File: config.mk
export PLATFORM = sky130hd
export DESIGN_NAME = multicycle_controller
export DESIGN_NICKNAME = d
export VERILOG_FILES = /design/src/rtl/multicycle_controller.sv
export SDC_FILE = /design/constraint.sdc
export NUM_CORES = 1
export LEC_CHECK = 0
export CAP_MARGIN = 10
export CORE_AREA = 8 8 81 83
export CTS_BUF_LIST = sky130_fd_sc_hd__clkbuf_2 sky130_fd_sc_hd__clkbuf_4 sky130_fd_sc_hd__clkbuf_8
export DETAILED_ROUTE_END_ITERATION = 16
export DIE_AREA = 0 0 89 91
export HOLD_SLACK_MARGIN = 0.15
export PLACE_DENSITY = 0.79
export SETUP_SLACK_MARGIN = 0.3
export SLEW_MARGIN = 30
export SYNTH_ARGS = -nofsm -noshare
export SYNTH_HDL_FRONTEND = slang
export SYNTH_SLANG_ARGS = --single-unit
export TNS_END_PERCENT = 1
File: constraint.sdc
create_clock -name clk -period 2.2 [get_ports clk]
set_input_delay 0.44 -clock clk [delete_from_list [all_inputs] [get_ports clk]]
set_output_delay 0.44 -clock clk [all_outputs]
set_load 0.03 [all_outputs]
File: src/rtl/multicycle_controller.sv
// multicycle_controller: sequencing FSM for the multi-cycle RV32I core.
// Steps the shared datapath through fetch/decode/execute/memory/writeback,
// stalls on the memory ready handshake, flags unsupported opcodes and
// counts retired instructions.
module multicycle_controller #(
  parameter int CNT_W = 32
) (
  input  logic             clk,
  input  logic             reset,
  input  logic [6:0]       Opcode,
  input  logic [2:0]       funct3,
  input  logic             Zero,
  input  logic             Negflag,
  input  logic             Unsigned_less_than,
  input  logic             mem_ready,
  output logic             mem_req,
  output logic             AdrSrc,
  output logic             MemWrite,
  output logic             IRWrite,
  output logic             PCWrite,
  output logic             RegWrite,
  output logic [1:0]       ALUSrcA,
  output logic [1:0]       ALUSrcB,
  output logic [1:0]       ALUOp,
  output logic [1:0]       ResultSrc,
  output logic [2:0]       ImmSrc,
  output logic [2:0]       Loadtype,
  output logic [1:0]       Storetype,
  output logic             illegal,
  output logic [CNT_W-1:0] retired
);

  localparam logic [3:0] S_FETCH    = 4'd0;
  localparam logic [3:0] S_DECODE   = 4'd1;
  localparam logic [3:0] S_MEMADR   = 4'd2;
  localparam logic [3:0] S_MEMREAD  = 4'd3;
  localparam logic [3:0] S_MEMWB    = 4'd4;
  localparam logic [3:0] S_MEMWRITE = 4'd5;
  localparam logic [3:0] S_EXECR    = 4'd6;
  localparam logic [3:0] S_EXECI    = 4'd7;
  localparam logic [3:0] S_ALUWB    = 4'd8;
  localparam logic [3:0] S_BRANCH   = 4'd9;
  localparam logic [3:0] S_JAL      = 4'd10;
  localparam logic [3:0] S_JALR     = 4'd11;
  localparam logic [3:0] S_LINK     = 4'd12;
  localparam logic [3:0] S_LUI      = 4'd13;
  localparam logic [3:0] S_TRAP     = 4'd14;

  localparam logic [6:0] OP_LOAD   = 7'b0000011;
  localparam logic [6:0] OP_STORE  = 7'b0100011;
  localparam logic [6:0] OP_RTYPE  = 7'b0110011;
  localparam logic [6:0] OP_ITYPE  = 7'b0010011;
  localparam logic [6:0] OP_BRANCH = 7'b1100011;
  localparam logic [6:0] OP_JAL    = 7'b1101111;
  localparam logic [6:0] OP_JALR   = 7'b1100111;
  localparam logic [6:0] OP_LUI    = 7'b0110111;
  localparam logic [6:0] OP_AUIPC  = 7'b0010111;

  logic [3:0] state_q;
  logic [3:0] state_d;
  logic       branch_taken;
  logic       mem_req_c;
  logic       mem_write_c;
  logic       ir_write_c;
  logic       pc_write_c;
  logic       reg_write_c;

  // Branch condition from the ALU flags of the current cycle.
  always_comb begin
    branch_taken = 1'b0;
    case (funct3)
      3'b000:  branch_taken = Zero;
      3'b001:  branch_taken = ~Zero;
      3'b100:  branch_taken = Negflag;
      3'b101:  branch_taken = ~Negflag;
      3'b110:  branch_taken = Unsigned_less_than;
      3'b111:  branch_taken = ~Unsigned_less_than;
      default: branch_taken = 1'b0;
    endcase
  end

  // Next-state selection; request states hold until mem_ready.
  always_comb begin
    state_d = state_q;
    case (state_q)
      S_FETCH:    if (mem_ready) state_d = S_DECODE;
      S_DECODE: begin
        case (Opcode)
          OP_LOAD, OP_STORE: state_d = S_MEMADR;
          OP_RTYPE:          state_d = S_EXECR;
          OP_ITYPE:          state_d = S_EXECI;
          OP_BRANCH:         state_d = S_BRANCH;
          OP_JAL:            state_d = S_JAL;
          OP_JALR:           state_d = S_JALR;
          OP_LUI:            state_d = S_LUI;
          OP_AUIPC:          state_d = S_ALUWB;
          default:           state_d = S_TRAP;
        endcase
      end
      S_MEMADR:   state_d = (Opcode == OP_STORE) ? S_MEMWRITE : S_MEMREAD;
      S_MEMREAD:  if (mem_ready) state_d = S_MEMWB;
      S_MEMWB:    state_d = S_FETCH;
      S_MEMWRITE: if (mem_ready) state_d = S_FETCH;
      S_EXECR:    state_d = S_ALUWB;
      S_EXECI:    state_d = S_ALUWB;
      S_ALUWB:    state_d = S_FETCH;
      S_BRANCH:   state_d = S_FETCH;
      S_JAL:      state_d = S_ALUWB;
      S_JALR:     state_d = S_LINK;
      S_LINK:     state_d = S_FETCH;
      S_LUI:      state_d = S_FETCH;
      S_TRAP:     state_d = S_TRAP;
      default:    state_d = S_FETCH;
    endcase
  end

  // State register, retired counter and sticky illegal flag.
  always_ff @(posedge clk or posedge reset) begin
    if (reset) begin
      state_q <= S_FETCH;
      retired <= '0;
      illegal <= 1'b0;
    end else begin
      state_q <= state_d;
      if (state_q != S_FETCH && state_d == S_FETCH)
        retired <= retired + CNT_W'(1);
      if (state_q == S_TRAP)
        illegal <= 1'b1;
    end
  end

  // Per-state datapath controls; anything not set here stays 0.
  always_comb begin
    mem_req_c   = 1'b0;
    AdrSrc      = 1'b0;
    mem_write_c = 1'b0;
    ir_write_c  = 1'b0;
    pc_write_c  = 1'b0;
    reg_write_c = 1'b0;
    ALUSrcA     = 2'b00;
    ALUSrcB     = 2'b00;
    ALUOp       = 2'b00;
    ResultSrc   = 2'b00;
    case (state_q)
      S_FETCH: begin
        mem_req_c  = 1'b1;
        ALUSrcB    = 2'b10;
        ResultSrc  = 2'b10;
        ir_write_c = mem_ready;
        pc_write_c = mem_ready;
      end
      S_DECODE: begin
        ALUSrcA = 2'b01;
        ALUSrcB = 2'b01;
      end
      S_MEMADR: begin
        ALUSrcA = 2'b10;
        ALUSrcB = 2'b01;
      end
      S_MEMREAD: begin
        mem_req_c = 1'b1;
        AdrSrc    = 1'b1;
      end
      S_MEMWB: begin
        ResultSrc   = 2'b01;
        reg_write_c = 1'b1;
      end
      S_MEMWRITE: begin
        mem_req_c   = 1'b1;
        AdrSrc      = 1'b1;
        mem_write_c = 1'b1;
      end
      S_EXECR: begin
        ALUSrcA = 2'b10;
        ALUOp   = 2'b11;
      end
      S_EXECI: begin
        ALUSrcA = 2'b10;
        ALUSrcB = 2'b01;
        ALUOp   = 2'b10;
      end
      S_ALUWB: reg_write_c = 1'b1;
      S_BRANCH: begin
        ALUSrcA    = 2'b10;
        ALUOp      = 2'b01;
        pc_write_c = branch_taken;
      end
      S_JAL: begin
        ALUSrcA    = 2'b01;
        ALUSrcB    = 2'b10;
        pc_write_c = 1'b1;
      end
      S_JALR: begin
        ALUSrcA    = 2'b10;
        ALUSrcB    = 2'b01;
        ResultSrc  = 2'b10;
        pc_write_c = 1'b1;
      end
      S_LINK: begin
        ALUSrcA     = 2'b01;
        ALUSrcB     = 2'b10;
        ResultSrc   = 2'b10;
        reg_write_c = 1'b1;
      end
      S_LUI: begin
        ResultSrc   = 2'b11;
        reg_write_c = 1'b1;
      end
      default: ;
    endcase
  end

  // Strobes are suppressed while reset is high so an abandoned access
  // cannot leak a write.
  assign mem_req  = mem_req_c   & ~reset;
  assign MemWrite = mem_write_c & ~reset;
  assign IRWrite  = ir_write_c  & ~reset;
  assign PCWrite  = pc_write_c  & ~reset;
  assign RegWrite = reg_write_c & ~reset;

  // Immediate format selected from the opcode.
  always_comb begin
    ImmSrc = 3'b000;
    case (Opcode)
      OP_STORE:         ImmSrc = 3'b001;
      OP_BRANCH:        ImmSrc = 3'b010;
      OP_JAL:           ImmSrc = 3'b011;
      OP_LUI, OP_AUIPC: ImmSrc = 3'b100;
      default:          ImmSrc = 3'b000;
    endcase
  end

  // Load/store width encodings for the memory data path.
  always_comb begin
    Loadtype  = 3'b000;
    Storetype = 2'b10;
    if (Opcode == OP_LOAD) begin
      case (funct3)
        3'b000:  Loadtype = 3'b010;
        3'b001:  Loadtype = 3'b001;
        3'b010:  Loadtype = 3'b000;
        3'b100:  Loadtype = 3'b100;
        3'b101:  Loadtype = 3'b011;
        default: Loadtype = 3'b000;
      endcase
    end
    if (Opcode == OP_STORE) begin
      case (funct3)
        3'b000:  Storetype = 2'b00;
        3'b001:  Storetype = 2'b01;
        default: Storetype = 2'b10;
      endcase
    end
  end

endmodule

==> results.md, run 1 <==
* Status: finished with violations
* Violated checks: setup timing
* Place WS at -0.841 ns
* First-pass GRT wire length at 11000 microns
* Post-route cell area at 3670 sq um
* Htree depth at 2
* Antenna Nets Post-Route at 0
* R2r startpoint: state_q[3]
* Setup WS post-layout at -0.279 ns
* Die height at 91 microns
* Total power at 3.27 mW
* Number of I/O pins at 71
* Pins over their slew limit at 0
* Remaining DRCs at 0
* Clock Latency Late Sink at 0.29 ns
* GRT Overall Usage at 16.8%
* Register share of total power at 28.6%
* Slew margin rel. at 68.8%
* Net count, final at 374
* P_leak at 1.76 nW
* Mapped cell area at 2290 sq um
* Crit end category: output port
* CTS Buf Count at 5
* Synthesized instance count at 256
* CP Max Fanout at 3
* Final setup fails at 5
* CTS sink count at 37
* Main area contributors after synthesis: dfrtp_1, xnor2_1, xor2_1, nor2_1, nand2_1
* Pwr dens at 890 nW/um^2
* Number of DRC markers in iteration 0 at 80
* Vias in the first global route at 2270
* Initial antenna violation count at 0
* Skew final at 0.00728 ns
* Vias/cell at 5.37
* R2r endpoint: retired[22]
* Vias post-DR at 2310
* Placed Cells incl. Taps at 420
* Hold slack at 0.433 ns
* Drt wl/cell at 16.8 microns
* Clk slew on worst S/H paths at 0.07 ns
* Std cell rows at 27
* Post-placement cell area at 3260 sq um
* Maximum Capacitance Violations at 0
* Synth-to-Final Area Change at 60.0%
* Clk buf depth at 2
* Die width at 89 microns
* CP Launch Type: input port
* RSZ-0062 raised after global routing: yes
* Final core occ at 68.8%
* Drt total wl at 7230 microns
* Top cell type's share of synthesized area at 40.3%
* Logic pwr share at 57.2%
* Period utilization at 113%
* #FFs+latches synth at 37
* CTS Hold Bufs at 0
* Ys flop type: dfrtp_1
* Largest net degree at the start of global routing at 38
* Netlist cell types at 47
* Clock share of power at 14.2%
* Share of cells above drive strength 1 at 36.9%
* R2r worst-path depth at 6
* Starting Density at 43.0%
* R2r setup slk at 0.28 ns
* Post-DP HPWL at 4910 microns
* Area leader, netlist: dfrtp_1
* Minimum clock period at 2.48 ns
* Worst Path Required at 1.76 ns
* Core Area at 5340 sq um
* Clk root buf: clkbuf_8
* GRT overflow at 0
* Synth Area per Inst at 8.96 sq um
* DRT Pass-1 Iters at 5
* Seq/Total Area, Yosys at 40.3%
* Setup TNS Final at -1.22 ns
* Ant. Diodes at 0
* EDFF count, synth at 0
* GPL Wtd Cong at 0.882
* Fin. Hold Viols at 0
* Post-synthesis async set-or-reset flop share at 100%
* Net Sw Power at 1.47 mW
* I/O Buffers at 70
* VDD IR max at 0.541 mV
* Top achievable clock speed at 403 MHz
* Final cell count without fillers at 430
* Fillcell total at 409
* Min-delay worst type: in2async
* WS Path Type: in2out
* Switching share of power at 45.1%
* Pint at 1.80 mW
* Arr. time, crit path at 2.04 ns
* CTS tree: yes
* Worst-margin pin slew at 0.468 ns
* Mapped Nets at 273
* Die area at 8100 sq um
* Synth Warn # at 0
-- kinds of logic (layout without fill, tap and decap cells) --
group                      after synthesis  after routing  synth area share, %
and+or+nand+nor                        124            124                 29.9
DFF                                     37             37                 40.3
AOI/OAI and AO/OA                       36             36                 11.0
xor gates and xnor gates                34             34                 13.0
buffers and inverters                   22            124                 4.31
muxes                                    2              2                0.927
adders and majority gates                1              1                0.545
-- placed cells by master (no fill, tap or decap), types with 10 or more instances in the layout --
master	netlist	routed
buf_4	2	39
buf_6	1	15
clkdlybuf4s50_1	0	29
dfrtp_1	37	29
inv_1	12	11
nand2_1	20	18
nand3_1	11	10
nor2_1	24	15
xnor2_1	18	18
xor2_1	16	16
-- how the worst max path moves through the flow --
stage                     startpoint      endpoint  slack [ns]  cells after the start
final                      Opcode[3]   Loadtype[2]       -0.28                      7
after global routing       Opcode[3]   Loadtype[2]       -0.35                      7
after CTS                  Opcode[3]   Loadtype[2]       -0.39                      7
after detailed placement   Opcode[0]  Storetype[1]       -0.84                      6
after global placement     Opcode[3]  Storetype[1]       -0.83                      6
after floorplan            Opcode[3]  Storetype[0]       -0.11                      5
-- power groups by stage --
stage / combinational [mW] / sequential [mW] / clock (mW)
final: 1.87 / 0.933 / 0.464
after global routing: 1.99 / 0.953 / 0.498
after CTS: 1.72 / 0.918 / 0.468
after detailed placement: 1.59 / 0.925 / 0
after global placement: 1.58 / 0.920 / 0
after floorplan: 0.889 / 0.995 / 0
-- sequential cells by signal, summed over array words and instances (netlist names) --
signal / cells
retired: 32
state_q: 4
illegal: 1
-- Yosys cell counts, types with 2 or more instances --
master / instances
nor4_1: 4
clkbuf_1: 6
nand2b_1: 10
or2_2: 5
nor3b_1: 2
a211oi_1: 4
nand4_1: 6
nor2_1: 24
or2b_1: 2
nand3b_1: 2
o21ai_0: 6
or3_1: 6
xnor2_1: 18
a21oi_1: 11
xor2_1: 16
and4_1: 2
o22ai_1: 3
and3_1: 3
dfrtp_1: 37
nor3_1: 12
nand3_1: 11
or4_1: 3
o21a_1: 2
nor3_2: 2
inv_1: 12
buf_4: 2
nor4_2: 3
nand2_1: 20
nor2b_1: 4
-- timing repair --
item,CTS,global route
setup endpoints to repair,37,43
resized for setup,68,55
setup buffers,2,0
pin swaps,19,20
-- cell type report --
class | count | area (sq um) | area share, %
multi-input cells | 197 | 1560 | 42.4
repair buffers | 104 | 953 | 26.0
flip-flops and latches | 37 | 936 | 25.5
well taps | 72 | 90.1 | 2.45
clock buffers | 5 | 68.8 | 1.87
inverters | 12 | 48.8 | 1.33
clock inverters | 3 | 17.5 | 0.477
-- metal layers --
layer	routed length, microns	global-route usage (%)	vias up
met2	3880	29.4	73
li1	-	-	1098
met3	413	4.41	25
met5	0	0	-
met4	206	5.13	0
met1	2730	19.2	1114
-- critical path, cell delays in order --
cell	delay [ns]
buf_6	0.09
nand3b_1	0.17
or3_4	0.40
buf_6	0.13
or4_4	0.46
nor3b_4	0.19
buf_6	0.15
No activity file was read; power rests on OpenSTA's default activity.
==> inputs of run 2 (changes only) <==
- CAP_MARGIN: 10 -> not set
- SKIP_CTS_REPAIR_TIMING: not set -> 1
==> run 2 against run 1 <==
Net effect:
- the flow still finishes with violations (setup timing)
- core utilization rose by 0.26 points
- combinational power barely moved
- flip-flop and latch count did not move
- fmax fell by 4.9%
- cell count fell by 0.23%
- worst setup slack got worse by 0.13 ns
- sequential power barely moved
- global-route usage fell by 1.6 points
- design area rose by 0.37%
- clock skew fell by 0.0019 ns
- largest power group unchanged
- highest routed layer unchanged
==> results.md, run 2 (synthesized netlist as in run 1, its figures left out) <==
* Status: finished with violations (unchanged)
* WS Path Type: in2out (unchanged)
* CTS sink count at 37 (unchanged)
* CTS Buf Count at 5 (unchanged)
* Remaining DRCs at 0 (unchanged)
* Share of cells above drive strength 1 at 35.3% (was 36.9%)
* Most numerous cell on the critical path: buf_6 (unchanged)
* Clk slew on worst S/H paths at 0.07 ns (about the same)
* Final cell count without fillers at 429 (was 430)
* Maximum Capacitance Violations at 0 (unchanged)
* Critical-path cell list: clkbuf_2 -> nand3b_1 -> or3_4 -> buf_6 -> or4_4 -> nor3b_4 -> buf_6 (was buf_6 -> nand3b_1 -> or3_4 -> buf_6 -> or4_4 -> nor3b_4 -> buf_6)
* Clk buf depth at 2 (unchanged)
* Die area at 8100 sq um (unchanged)
* RSZ-0062 raised after global routing: yes (unchanged)
* GRT overflow at 0 (unchanged)
* Htree depth at 2 (unchanged)
* Std cell rows at 27 (unchanged)
* Place WS at -0.841 ns (unchanged)
* Pwr dens at 880 nW/um^2 (was 890 nW/um^2)
* Initial antenna violation count at 0 (unchanged)
* Crit end category: output port (unchanged)
* I/O Buffers at 70 (unchanged)
* Register share of total power at 28.7% (was 28.6%)
* Worst Path Required at 1.76 ns (about the same)
* Reg with most FFs: retired (unchanged)
* Worst Path Buf+Inv at 3 (unchanged)
* Switching share of power at 44.2% (was 45.1%)
* Vias/cell at 5.22 (was 5.37)
* Core Area at 5340 sq um (unchanged)
* Net Sw Power at 1.43 mW (was 1.47 mW)
* VDD IR max at 0.554 mV (was 0.541 mV)
* CP Launch Type: input port (unchanged)
* Fin. Hold Viols at 0 (unchanged)
* Die width at 89 microns (unchanged)
* Vias in the first global route at 2203 (was 2270)
* Post-DP HPWL at 4910 microns (unchanged)
* DRT Pass-1 Iters at 4 (was 5)
* Placed Cells incl. Taps at 420 (unchanged)
* Largest net degree at the start of global routing at 38 (unchanged)
* Min-delay worst type: in2async (unchanged)
* Commonest non-fill, non-tap cell in the layout: buf_4 (unchanged)
* Final core occ at 69.1% (was 68.8%)
* Ant. Diodes at 0 (unchanged)
* Drt wl/cell at 15.8 microns (was 16.8 microns)
* Setup WS post-layout at -0.406 ns (was -0.279 ns)
* CP top delay family: simple AND/OR/NAND/NOR gates (unchanged)
* Largest register FFs at 32 (unchanged)
* Clock Latency Late Sink at 0.29 ns (about the same)
* Slowest-stage cell, CP: or4_4 (unchanged)
* Slew margin rel. at 71.2% (was 68.8%)
* Largest stage delay, worst path at 0.57 ns (was 0.46 ns)
* GPL Wtd Cong at 0.882 (unchanged)
* GRT Overall Usage at 15.2% (was 16.8%)
* CP Max Fanout at 3 (unchanged)
* Vias post-DR at 2241 (was 2310)
* Die height at 91 microns (unchanged)
* Clock share of power at 14.1% (was 14.2%)
* Violated checks: setup timing (unchanged)
* Clk root buf: clkbuf_8 (unchanged)
* Total power at 3.24 mW (was 3.27 mW)
* Post-route cell area at 3690 sq um (was 3670 sq um)
* Final setup fails at 5 (unchanged)
* Worst-margin pin slew at 0.421 ns (was 0.468 ns)
* Top achievable clock speed at 384 MHz (was 403 MHz)
* Synth-to-Final Area Change at 60.6% (was 60.0%)
* Setup TNS Final at -1.25 ns (was -1.22 ns)
* Drt total wl at 6770 microns (was 7230 microns)
* Period utilization at 118% (was 113%)
* Net count, final at 373 (was 374)
* Logic pwr share at 57.2% (about the same)
* P_leak at 1.81 nW (was 1.76 nW)
* Antenna Nets Post-Route at 0 (unchanged)
* Post-placement cell area at 3260 sq um (unchanged)
* Hold slack at 0.446 ns (was 0.433 ns)
* Minimum clock period at 2.61 ns (was 2.48 ns)
* Most frequent cells in the layout: buf_4, clkdlybuf4s50_1, dfrtp_1 (was buf_4, dfrtp_1, clkdlybuf4s50_1)
* CTS tree: yes (unchanged)
* Pint at 1.81 mW (was 1.80 mW)
* Arr. time, crit path at 2.17 ns (was 2.04 ns)
* First-pass GRT wire length at 10000 microns (was 11000 microns)
* Number of DRC markers in iteration 0 at 121 (was 80)
* Starting Density at 43.0% (unchanged)
* Number of I/O pins at 71 (unchanged)
* Pins over their slew limit at 0 (unchanged)
* Biggest regs: retired (32), state_q (4), illegal (1) (unchanged)
* Skew final at 0.00543 ns (was 0.00728 ns)
==> run 2: path summary, 6_finish.rpt <==
check,slack (ns),depth (start not counted),start,end
hold reg to reg,0.48,1,retired[31],retired[31]
setup reg to reg,0.25,5,state_q[2],retired[23]
hold / removal,0.45,3,reset,retired[30]
min in group clk,0.48,1,retired[31],retired[31]
setup / recovery,-0.41,7,Opcode[3],Loadtype[2]
max in group asynchronous,1.41,3,reset,state_q[2]
==> run 2: power by group through the flow <==
stage          combinational [mW]  clock, mW  sequential [mW]
2_1_floorplan               0.889          0            0.995
5_1_grt                      1.98      0.499            0.952
6_report                     1.85      0.458            0.930
3_3_place_gp                 1.58          0            0.920
4_1_cts                      1.60      0.468            0.913
3_5_place_dp                 1.59          0            0.925
==> run 2: worst min-delay path, stage by stage <==
cell,delay [ns]
dlymetal6s2s_1,0.21
clkinvlp_4,0.12
buf_4,0.39
==> run 2: layout make-up <==
cell class | count | area [sq um]
Fill cell | 419 | 1650
Multi-Input combinational cell | 197 | 1540
Timing Repair Buffer | 103 | 985
Sequential cell | 37 | 936
Tap cell | 72 | 90.1
Clock buffer | 5 | 68.8
Inverter | 12 | 48.8
Clock inverter | 3 | 17.5
==> run 2: metal layers <==
| metal | GRT usage, % | routed length [microns] | up-vias |
|---|---|---|---|
| li1 | - | - | 1096 |
| met1 | 17.3 | 2600 | 1068 |
| met2 | 26.5 | 3640 | 62 |
| met3 | 4.05 | 426 | 15 |
| met4 | 5.13 | 104 | 0 |
| met5 | 0 | 0 | - |
